===== config.mk =====
export PLATFORM = sky130hd
export DESIGN_NAME = load_reg_arbiter
export DESIGN_NICKNAME = d
export VERILOG_FILES = /design/src/rtl/load_arb_pkg.sv /design/src/rtl/rr_pick.sv /design/src/rtl/load_reg_arbiter.sv
export SDC_FILE = /design/constraint.sdc
export NUM_CORES = 1
export LEC_CHECK = 0
export ABC_CLOCK_PERIOD_IN_PS = 1360
export CAP_MARGIN = 20
export CORE_MARGIN = 4
export CORE_UTILIZATION = 36
export CTS_BUF_LIST = sky130_fd_sc_hd__clkbuf_16
export DETAILED_ROUTE_END_ITERATION = 16
export PLACE_DENSITY_LB_ADDON = 0.3
export SYNTH_ARGS = -nofsm -noshare
export SYNTH_HDL_FRONTEND = slang
export SYNTH_SLANG_ARGS = --single-unit
export TNS_END_PERCENT = 20

===== constraint.sdc =====
create_clock -name clk -period 1.36 [get_ports clk]
set_clock_uncertainty 0.05 [all_clocks]
set_input_delay 0.408 -clock clk [delete_from_list [all_inputs] [get_ports clk]]
set_output_delay 0.408 -clock clk [all_outputs]
set_load 0.01 [all_outputs]

===== src/rtl/load_arb_pkg.sv =====
// rtl/load_arb_pkg.sv - shared FSM encoding and width helper for the load register arbiter
package load_arb_pkg;

  typedef enum logic [1:0] {
    ST_IDLE = 2'd0,
    ST_LOAD = 2'd1,
    ST_GAP  = 2'd2
  } state_t;

  function automatic int clog2(input int n);
    int r;
    r = 0;
    while ((1 << r) < n) r++;
    return r;
  endfunction

endpackage


===== src/rtl/rr_pick.sv =====
// rtl/rr_pick.sv - combinational round-robin winner select
// Scans i_ptr+1, i_ptr+2, ... modulo N; the first set request wins.
module rr_pick #(
  parameter int N = 4,
  parameter int W = 2
) (
  input  logic [N-1:0] i_req,
  input  logic [W-1:0] i_ptr,
  output logic [W-1:0] o_winner,
  output logic         o_any_req
);

  logic [W-1:0] w_idx;

  always_comb begin
    o_winner  = '0;
    o_any_req = 1'b0;
    w_idx     = '0;
    for (int i = 1; i <= N; i++) begin
      w_idx = W'((int'(i_ptr) + i) % N);
      if (!o_any_req && i_req[w_idx]) begin
        o_winner  = w_idx;
        o_any_req = 1'b1;
      end
    end
  end

endmodule


===== src/rtl/load_reg_arbiter.sv =====
// rtl/load_reg_arbiter.sv - shares one load register between N_REQ requesters
// Define LOAD_ARB_FIXED_PRIO_EN for fixed lowest-index priority instead of round-robin.
module load_reg_arbiter
  import load_arb_pkg::*;
#(
  parameter int  N_REQ    = 4,
  parameter int  DATA_W   = 4,
  parameter int  HOLD_CYC = 2,
  localparam int IDX_W    = clog2(N_REQ)
) (
  input  logic                    clk,
  input  logic                    rst,
  input  logic [N_REQ-1:0]        req,
  input  logic [N_REQ*DATA_W-1:0] data_in,
  output logic [N_REQ-1:0]        ack,
  output logic                    load,
  output logic [DATA_W-1:0]       data_out,
  output logic [IDX_W-1:0]        grant_id,
  output logic                    busy
);

  localparam logic [3:0] GAP_LAST = (HOLD_CYC > 0) ? 4'(HOLD_CYC - 1) : 4'd0;

  state_t            r_state;
  state_t            w_next_state;
  logic [IDX_W-1:0]  r_grant_id;
  logic [DATA_W-1:0] r_data_out;
  logic [3:0]        r_gap_cnt;
  logic [IDX_W-1:0]  w_ptr;
  logic [IDX_W-1:0]  w_winner;
  logic              w_any_req;
  logic              w_grant;
  logic [DATA_W-1:0] w_data_arr [N_REQ];

  for (genvar g = 0; g < N_REQ; g++) begin : g_unpack
    assign w_data_arr[g] = data_in[g*DATA_W +: DATA_W];
  end

`ifdef LOAD_ARB_FIXED_PRIO_EN
  // Pinning the pointer to the last index makes the scan start at 0.
  assign w_ptr = IDX_W'(N_REQ - 1);
`else
  logic [IDX_W-1:0] r_ptr;

  always_ff @(posedge clk) begin
    if (!rst) begin
      r_ptr <= IDX_W'(N_REQ - 1);
    end else if (w_grant) begin
      r_ptr <= w_winner;
    end
  end

  assign w_ptr = r_ptr;
`endif

  rr_pick #(
    .N (N_REQ),
    .W (IDX_W)
  ) u_rr_pick (
    .i_req     (req),
    .i_ptr     (w_ptr),
    .o_winner  (w_winner),
    .o_any_req (w_any_req)
  );

  always_comb begin
    w_next_state = r_state;
    w_grant      = 1'b0;
    case (r_state)
      ST_IDLE: begin
        if (w_any_req) begin
          w_grant      = 1'b1;
          w_next_state = ST_LOAD;
        end
      end
      ST_LOAD: w_next_state = (HOLD_CYC > 0) ? ST_GAP : ST_IDLE;
      ST_GAP: begin
        if (r_gap_cnt == GAP_LAST) w_next_state = ST_IDLE;
      end
      default: w_next_state = ST_IDLE;
    endcase
  end

  always_ff @(posedge clk) begin
    if (!rst) begin
      r_state    <= ST_IDLE;
      r_grant_id <= '0;
      r_data_out <= '0;
      r_gap_cnt  <= '0;
    end else begin
      r_state <= w_next_state;
      if (w_grant) begin
        r_grant_id <= w_winner;
        r_data_out <= w_data_arr[w_winner];
      end
      if (r_state == ST_GAP) r_gap_cnt <= r_gap_cnt + 4'd1;
      else                   r_gap_cnt <= '0;
    end
  end

  // load and ack decode straight from the state register, so they stay coincident.
  assign load     = (r_state == ST_LOAD);
  assign ack      = load ? (N_REQ'(1) << r_grant_id) : '0;
  assign busy     = (r_state != ST_IDLE);
  assign data_out = r_data_out;
  assign grant_id = r_grant_id;

endmodule


# Yosys cells after proc, flatten, opt, wreduce, memory -nomap -nowiden

Cells that the tools add are included.

Bits in registers: 14
Input port bits: 22
Output and inout bits: 12
Logic and storage cells: 57

Add/subtract/negate cells: 5
Order comparisons: 5
Equal/unequal tests: 5
Shift operators: 1
Multiplexer cells: 25
Bitwise logic cells: 1
Reduce and logical (&&, ||, !) cells: 10

Operator list:

| kind                | count |
|---|---|
| $lt 2x3->1 const B  | 4 |
| $mux 2              | 6 |
| $mux 4              | 3 |
| $mux 1              | 10 |
| $bmux 1 s2          | 4 |
| $bmux 4 s2          | 1 |
| $pmux 2 s3          | 1 |
| $add 2x1->2 const B | 2 |
| $add 2x2->2 const B | 2 |
| $add 4x1->4 const B | 1 |
| $eq 4x1->1 const B  | 1 |
| $reduce_and 2->1    | 2 |
| $shl 1x2->4 const A | 1 |
| $ge 3x3->1 const B  | 1 |
| $logic_and 1x1->1   | 3 |
| $logic_not 1->1     | 3 |
| $not 2->3           | 1 |
| $eq 2x1->1 const B  | 1 |
| $eq 2x2->1 const B  | 1 |
| $logic_not 2->1     | 1 |
| $ne 2x1->1 const B  | 1 |
| $ne 2x2->1 const B  | 1 |
| $reduce_bool 2->1   | 1 |

# Longest topological paths before layout

Gate-level depths: netlist of run 1.

Depth in word-level cells: 17
Depth in mapped cells: 7
Gate-level depth less buffers: 5

# By module

Synthesis of run 1 repeated with hierarchy kept, for this count alone.

Cell total of the unflattened synthesis: 79
Area total of the unflattened synthesis: 758.2 um2

By module, submodules not included:

| module           | times used | cells each | area an instance (um2) | sequential area each (um2) |
|---|---|---|---|---|
| load_reg_arbiter | 1          | 65         | 666.9                  | 280.3 |
| rr_pick          | 1          | 14         | 91.3                   | 0.0 |

# Least setup slack after synthesis of run 1

Ideal clock, no wire load.

Path kind: register to output
From: reg r_state[0]
To: out ack[0]
Data arrival time: 1.031 ns
Required time: 0.902 ns
Slack: -0.129 ns
Stages on the path, launching flop included: 3
Buffers on the path: 0
Cell sequence: dfxtp_1 -> nor2b_1 -> nor3b_1

Word-level cells in the longest chain between the ends: 2

RTL lines:

| item                   | RTL line                | RTL |
|---|---|---|
| start, declared        | load_reg_arbiter.sv:24  | `state_t r_state;` |
| start signal, assigned | load_reg_arbiter.sv:91  | `r_state <= w_next_state;` |
| $eq 2x1->1             | load_reg_arbiter.sv:102 | `assign load = (r_state == ST_LOAD);` |
| named net load         | load_reg_arbiter.sv:16  | `output logic load,` |
| $mux 4                 | load_reg_arbiter.sv:103 | `assign ack = load ? (N_REQ'(1) << r_grant_id) : '0;` |
| end, declared          | load_reg_arbiter.sv:15  | `output logic [N_REQ-1:0] ack,` |

The timed path passes the listed nets, and every way through them passes these cells.

# Final worst setup path of run 1

From: in req[3]
To: reg r_data_out[3] (netlist: data_out[3])

Word-level cells in the longest chain between the ends: 16
Elaborated cells between the ends (all ways): 28
Classes of those cells: mux (21); bitwise (1); reduce/logical (6)

RTL lines:

| item                                      | RTL line               | RTL |
|---|---|---|
| start, declared                           | load_reg_arbiter.sv:13 | `input logic [N_REQ-1:0] req,` |
| $bmux 1 s2                                | rr_pick.sv:21          | `if (!o_any_req && i_req[w_idx]) begin` |
| $mux 1 (not written as such)              | rr_pick.sv:21          |  |
| $mux 1                                    | rr_pick.sv:21          |  |
| $logic_not 1->1                           | rr_pick.sv:21          |  |
| $logic_and 1x1->1                         | rr_pick.sv:21          |  |
| $mux 1                                    | rr_pick.sv:21          |  |
| $logic_not 1->1                           | rr_pick.sv:21          |  |
| $logic_and 1x1->1                         | rr_pick.sv:21          |  |
| $mux 1                                    | rr_pick.sv:21          |  |
| $logic_not 1->1                           | rr_pick.sv:21          |  |
| $logic_and 1x1->1                         | rr_pick.sv:21          |  |
| $mux 2                                    | rr_pick.sv:21          |  |
| $not 2->3 (not written as such)           | load_reg_arbiter.sv:94 | `r_data_out <= w_data_arr[w_winner];` |
| $bmux 4 s2                                | load_reg_arbiter.sv:94 |  |
| $mux 4 (not written as such) (2 in a row) | load_reg_arbiter.sv:94 |  |
| end signal, assigned                      | load_reg_arbiter.sv:94 |  |
| end, declared                             | load_reg_arbiter.sv:27 | `logic [DATA_W-1:0] r_data_out;` |

Several ways; a longest one is shown, not always the timed one. The select of a mux whose other input is x is not followed.
A chain may end at the register's enable or synchronous reset.

==> impl.org, run 1 <==
** Run status
- The checks that failed: negative setup slack.
- The flow ran to the end, but the final reports show violations.

** Setup path
- Critical path capture point type :: flip-flop
- Data on the critical path arrives at its endpoint at ~1.6 ns.
- In this design, the stage delay of the slowest critical-path cell is ~0.26 ns.
- Combined buffer and inverter count along the critical path :: 2
- The worst setup path is of the in -> reg kind.
- Worst Path Required :: approximately 1.4 ns
- Worst Setup Start Kind :: primary input
- Slowest CP cell :: o221a_4
- Kind of cell with the highest combined delay on the critical path :: multiplexers
- Of all nets on the critical path, the largest fanout is 5.
- Chain of cells forming the critical path :: clkdlybuf4s15_1 -> mux2i_1 -> o221a_4 -> buf_12 -> mux2i_4 -> o221ai_2

** CTS
- Clk pin slew, worst setup/hold paths :: approximately 0.040 ns
- H-tree levels :: 1
- Clock latency on the worst-skew pair, taken at its later pin, is about 0.24 ns.
- TritonCTS built the clock tree.
- Number of clock sinks :: 14
- Root buffer cell :: clkbuf_16
- The clock passes through at most 2 buffers.
- Post-CTS Hold Buffers :: 0
- Clock tree synthesis inserted a total of 3 buffers.

** Place
- Prior to clock tree synthesis, the placed netlist has a worst setup slack of -0.746 ns.
- Routability-driven placement finished with a final weighted congestion of approximately 0.75.
- The wire-length estimate of the detail-placed layout is roughly 1500 um.
- Standard cell area after detailed placement :: ~1200 sq um
- I/O Buffers :: 33

** Final layout
- Diodes inserted :: 0
- Finished Cell Area :: roughly 1400 sq um
- In the final layout, the share of cells above drive strength 1 is 39.5%.
- Relative to the synthesized area, the layout overhead comes to 86.9%.
- Fill cells in the final layout number about 160.
- For this run, the post-layout net count is around 160.

** Yosys
- Primary flip-flop cell chosen by synthesis mapping :: dfxtp_1
- Gate count of the mapped netlist :: 83
- Synthesized net count :: around 110
- Top cell types by occurrence after synthesis :: dfxtp_1, nor2_1, mux2i_1
- Summed over all instances, the cell type with the most area after synthesis is dfxtp_1.
- Portion of synthesized cell area occupied by the leading cell type :: between 30% and 40%
- After synthesis, the cell types taking the most area are dfxtp_1, mux2i_1, nor2_1.
- Counting flops and latches in the post-synthesis netlist gives 14.
- Yosys warning count :: 0
- Count of flip-flops with a built-in enable after synthesis :: 0
- Syn_area_per_cell :: roughly 9 sq um
- Unique masters post-synth :: 32
- Of all flip-flops after synthesis, the portion carrying an async set or reset was 0%.
- Seq/Total Area, Yosys :: between 30% and 40%
- Top-count cell post-synth :: dfxtp_1
- Area of the mapped netlist :: 744 sq um

** Detailed routing
- In this run the remaining antenna-violating nets after routing total 0.
- Count of vias placed by the detailed router :: around 830
- WL/cell :: between 15 and 20 um
- # DRC :: 0
- After detailed routing, the number of vias per cell comes to ~5.3.
- For this block, the initial DRC count from the detailed router was 21.
- Length of the first detailed-routing pass in iterations :: 4
- Routed WL :: between 2000 and 2500 um

** Job
- Count of max-cap constraint violations :: 0

** Global route
- Wire length of the first global-routing pass :: ~3600 um
- Global Route Usage Sum :: approximately 18%
- Largest net degree at the start of global routing :: 11
- Vias in the first global route :: ~800
- GRT Residual Overflow :: 0
- The initial antenna violation count was 0.

** STA
- Portion of the clock cycle consumed by the worst path in the final layout :: 114%
- The hold violation count in the final report came to 0.
- RSZ-0062 raised after global routing :: true
- Relative slew slack :: around four fifths
- Hold WS :: roughly 0.44 ns
- Min Tclk post-route :: between 1.5 and 2 ns
- Final setup viols :: 15
- Worst setup slack after layout :: -0.187 ns
- The number of slew-limit violations in the final report came to 0.
- At the pin with the least slew margin, the transition time is around 0.30 ns.
- Static timing analysis puts the maximum clock frequency at roughly 650 MHz.

** Die
- From left edge to right edge, the die measures between 50 and 60 um.
- Count of standard-cell rows :: 16
- The core region is slightly below 2000 sq um.
- The initial utilization of the core area, before any placement, comes to a little under two fifths.
- The floorplan step defined a die boundary enclosing between 2000 and 3000 sq um.
- Pin placement for this block handled 34 I/O pins.
- Die Span Y :: between 50 and 60 um

** Hold path
- In this run the worst hold path is classified as reg -> reg.

** Power and ir drop
- Power density relative to cell area :: about 1200 nW/um^2
- Design Power :: about 0.0017 W
- Reported leakage power :: just over 0.6 nW
- Max rail drop VDD :: between 1000 and 1500 uV
[where the power goes]
| part | total [W] | switching, W | internal, W |
|---|---|---|---|
| registers | 0.000518 | 0.0000501 | 0.000468 |
| clock network | 0.000540 | 0.000156 | 0.000384 |
| logic | 0.000617 | 0.000261 | 0.000356 |
| total | 0.00168 | 0.000468 | 0.00121 |
[state kept, by name, indices dropped and copies added, names as in the netlist]
register   cells
data_out       4
r_gap_cnt      4
r_ptr          2
r_state        2
grant_id       2
[layout by cell type (no fill, tap or decap), drive strengths merged, types with 2 or more instances in the layout]
master / Yosys / routed
buf: 2 / 21
clkdlybuf4s50: 0 / 17
dfxtp: 14 / 14
nor2: 10 / 10
mux2i: 9 / 9
nand2: 7 / 7
nand3: 6 / 6
dlygate4sd2: 0 / 5
a21oi: 5 / 5
o221ai: 4 / 4
clkbuf: 1 / 4
nand2b: 3 / 3
nor2b: 2 / 2
inv: 2 / 2
and2: 2 / 2
ha: 2 / 2
clkdlybuf4s15: 0 / 2
o21ai: 2 / 2
[per-stage QoR]
step	setup TNS (ns)	std cells	utilization [%]
final	-1.76	156	70.9
after CTS	-1.51	155	69.2
after global placement	-7.12	150	60.3
after global routing	-2.55	156	70.9
after floorplan	-0.194	83	-
after detailed placement	-7.48	150	60.3
[area by class of cell]
cell class | count | area, sq um | area share [%]
Multi-Input combinational cell | 64 | 544 | 39.1
Timing Repair Buffer | 46 | 444 | 31.9
Sequential cell | 14 | 287 | 20.6
Clock buffer | 3 | 75.1 | 5.40
Tap cell | 27 | 33.8 | 2.43
Inverter | 2 | 7.51 | 0.540
[layer usage]
metal | GRT usage, % | wire [um] | vias to the layer above
met5 | 0 | 0 | -
met2 | 31.0 | 1190 | 45
met4 | 8.51 | 83 | 0
li1 | - | - | 387
met1 | 18.8 | 917 | 388
met3 | 6.20 | 215 | 9
[worst reg2reg max path, delay by kind of cell, from the launching register on]
kind | cells | cell delay [ns]
buffers and inverters | 1 | 0.15
flip-flops | 1 | 0.36
multiplexers | 2 | 0.46
AO/OA/AOI/OAI | 2 | 0.38
[worst paths after layout]
| kind | start | to | slack (ns) | depth (start not counted) |
|---|---|---|---|---|
| hold reg to reg | data_out[1]$_SDFFE_PN0P_ | data_out[1]$_SDFFE_PN0P_ | 0.44 | 2 |
| setup reg to reg | r_ptr[1]$_SDFFE_PN1P_ | data_out[3]$_SDFFE_PN0P_ | -0.17 | 5 |
| setup / recovery | req[3] | data_out[3]$_SDFFE_PN0P_ | -0.19 | 6 |
| hold / removal | data_out[1]$_SDFFE_PN0P_ | data_out[1]$_SDFFE_PN0P_ | 0.44 | 2 |
[kinds of logic (layout without fill, tap and decap cells)]
kind of cell / Yosys count / after routing / share of synthesized area, %
AND/OR/NAND/NOR: 35 / 35 / 24.2
AO/OA/AOI/OAI: 16 / 16 / 15.8
flip-flops: 14 / 14 / 37.6
multiplexers: 9 / 9 / 12.1
buffers and inverters: 5 / 51 / 4.54
adder cells (fa/ha/maj): 2 / 2 / 3.36
XOR/XNOR: 2 / 2 / 2.35
[timing repair]
item	in CTS	in global routing
hold endpoints to repair	0	0
pin swaps	5	5
setup buffers	1	1
resized for setup	69	10
gates cloned	1	0
endpoints found under the setup margin	21	18
Note: power is estimated with default switching activity, not from simulation.
==> inputs of run 2 (changes only) <==
Settings changed: CORE_UTILIZATION 36 to 45, DONT_BUFFER_PORTS from default to 1, SLEW_MARGIN from default to 15.
==> impl.org, run 2 (same netlist as run 1, synthesis figures left out) <==
** Run status
- The run finished, with violations left.
- Violated checks :: negative setup slack

** Setup path
- Slowest CP cell :: dfxtp_4
- Worst Setup Start Kind :: flip-flop
- Chain of cells forming the critical path :: mux2i_1 -> o221a_2 -> clkbuf_16 -> mux2i_1 -> o221ai_1
- Slowest cell delay on critical path :: roughly 0.38 ns
- Critical path capture point type :: flip-flop
- Worst Path Required :: 1.42 ns
- Critical path type :: reg -> reg
- Along the worst path, the maximum fanout reaches 7.
- Data arrives at the worst endpoint at approximately 1.5 ns.
- Most common cell type on the critical path :: mux2i_1

** Die
- Measured along the y axis, the die boundary spans approximately 50 um.
- Count of standard-cell rows :: 14
- Placeable core region :: around 1500 sq um
- For this configuration, the core starts out at a cell density of 48.3%.
- Horizontal die dimension :: a little under 50 um
- Io pins :: 34
- Die outline area :: 2370 sq um

** STA
- Fmax :: approximately 680 MHz
- Fin. max-slew vios :: 0
- Final setup viols :: 9
- The smallest clock period supported by the final layout is computed as ~1.5 ns.
- After layout, the worst path uses 108% of the clock period.
- Worst setup slack after layout :: -0.115 ns
- Fin. Hold Viols :: 0
- At the pin with the least slew margin, the transition time is ~0.26 ns.
- RSZ-0062 raised after global routing :: true
- Headroom to the max-slew limit came out at ~83%.

** CTS
- H-tree levels :: 1
- Buffers inserted during clock tree synthesis total 3.
- CTS placed an instance of clkbuf_16 at the clock tree root.
- TritonCTS built the clock tree.
- After clock tree synthesis, the clock-pin slew on the worst setup and hold paths is about 0.050 ns.
- Insertion delay of the later-clocked pin in the worst-skew pair :: between 0.2 and 0.25 ns
- Buffers from clock root to sink, at most :: 2
- Total setup buffers inserted after CTS :: 0
- Post-CTS Hold Buffers :: 0
- Number of clock sinks :: 14

** Power and ir drop
- VDD sags by at most 858 uV.
- Reported leakage power :: roughly 0.42 nW
- Dividing total power by cell area gives a power density of between 1000 and 1500 nW/um^2.

** Place
- Summed over all nets, the half-perimeter wirelength after detailed placement is 1190 um.
- Before CTS, the worst setup slack after placement is -0.190 ns.
- Last weighted congestion value of the routability-driven placer :: about 0.67
- After detailed placement, the total cell area comes to 816 sq um.
- I/O Buffers :: 0

** Global route
- Largest net degree at the start of global routing :: 12
- The first global-routing pass estimated approximately 2600 um of wire.
- Global Route Usage Sum :: around 14%
- Initial antenna violation count :: 0
- Vias in the first global route :: 621
- Global routing finished with a remaining overflow of 0.

** Hold path
- In this run the worst hold path is classified as in -> reg.

** Detailed routing
- For this block, the initial DRC count from the detailed router was 11.
- The final route contains around 650 vias.
- Residual antenna-violating net count after detailed routing :: 0
- After detailed routing, the average wire length per cell comes to approximately 16 um.
- The routed design has 1720 um of wire.
- Vias/cell :: between 5 and 6
- # DRC :: 0
- Length of the first detailed-routing pass in iterations :: 4

** Final layout
- Finished Cell Area :: around 950 sq um
- From synthesis to final layout, the design area changed by 27.6%.
- Fraction of layout instances using a drive strength above 1 :: 30.4%
- Nets :: between 100 and 150
- Commonest cells after routing, fill and taps aside :: nor2_1, mux2i_1, dfxtp_1
- Filler Cells Inserted :: 119
- Final Core Density :: roughly three fifths
- 0 antenna diodes ended up in the layout.

** Job
- The tool flagged a number of max-cap violations equal to 0.
## run 2: report_power, final
group          total (W)  switching [W]  internal, W
Clock           0.000560       0.000171     0.000389
Sequential      0.000543      0.0000739     0.000469
Combinational   0.000321       0.000141     0.000180
Total            0.00142       0.000386      0.00104
## run 2: final timing paths
| path | slack, ns | start | end | depth (start not counted) |
|---|---|---|---|---|
| max | -0.11 | r_ptr[1]$_SDFFE_PN1P_ | data_out[0]$_SDFFE_PN0P_ | 5 |
| min | 0.18 | rst | r_ptr[0]$_SDFFE_PN1P_ | 1 |
| max reg2reg | -0.11 | r_ptr[1]$_SDFFE_PN1P_ | data_out[0]$_SDFFE_PN0P_ | 5 |
| min reg2reg | 0.42 | r_gap_cnt[0]$_SDFF_PN0_ | r_gap_cnt[0]$_SDFF_PN0_ | 1 |
## run 2: final cells by class
class	count	area [sq um]	area share (%)
clock buffer	3	75.1	7.91
clock inverter	1	3.75	0.395
inverter	2	7.51	0.791
multi-input combinational	64	464	48.9
sequential	14	289	30.4
tap	16	20.0	2.11
timing repair buffer	8	90.1	9.49
## run 2: critical path, delay by kind of cell, from the launching register on
family / cells / cell delay [ns]
buffers and inverters: 1 / 0.16
AO/OA/AOI/OAI: 2 / 0.40
flip-flops: 1 / 0.38
multiplexers: 2 / 0.36
## run 2: per-stage QoR
stage / total power [W] / std cells / hold WS (ns) / setup TNS, ns
6_report: 0.00142 / 108 / 0.184 / -0.855
5_1_grt: 0.00149 / 108 / 0.187 / -1.68
4_1_cts: 0.00140 / 107 / 0.192 / -0.813
3_5_place_dp: 0.000816 / 103 / 0.413 / -0.851
3_3_place_gp: 0.000807 / 103 / 0.401 / -0.582
2_1_floorplan: 0.000743 / 83 / 0.384 / -0.194
## run 2: timing repair
| action | in CTS | in global routing |
|---|---|---|
| resized for setup | 10 | 3 |
| pin swaps | 1 | 1 |
| endpoints found under the setup margin | 12 | 12 |
| endpoints found under the hold margin | 0 | 0 |
| gates cloned | 0 | 1 |
## run 2: per-layer routing
metal / GRT usage [%] / routed length [um] / vias up
met5: 0 / 0 / -
met4: 8.07 / 25 / 0
met3: 5.21 / 184 / 4
met2: 22.4 / 777 / 37
met1: 15.8 / 728 / 294
li1: - / - / 311
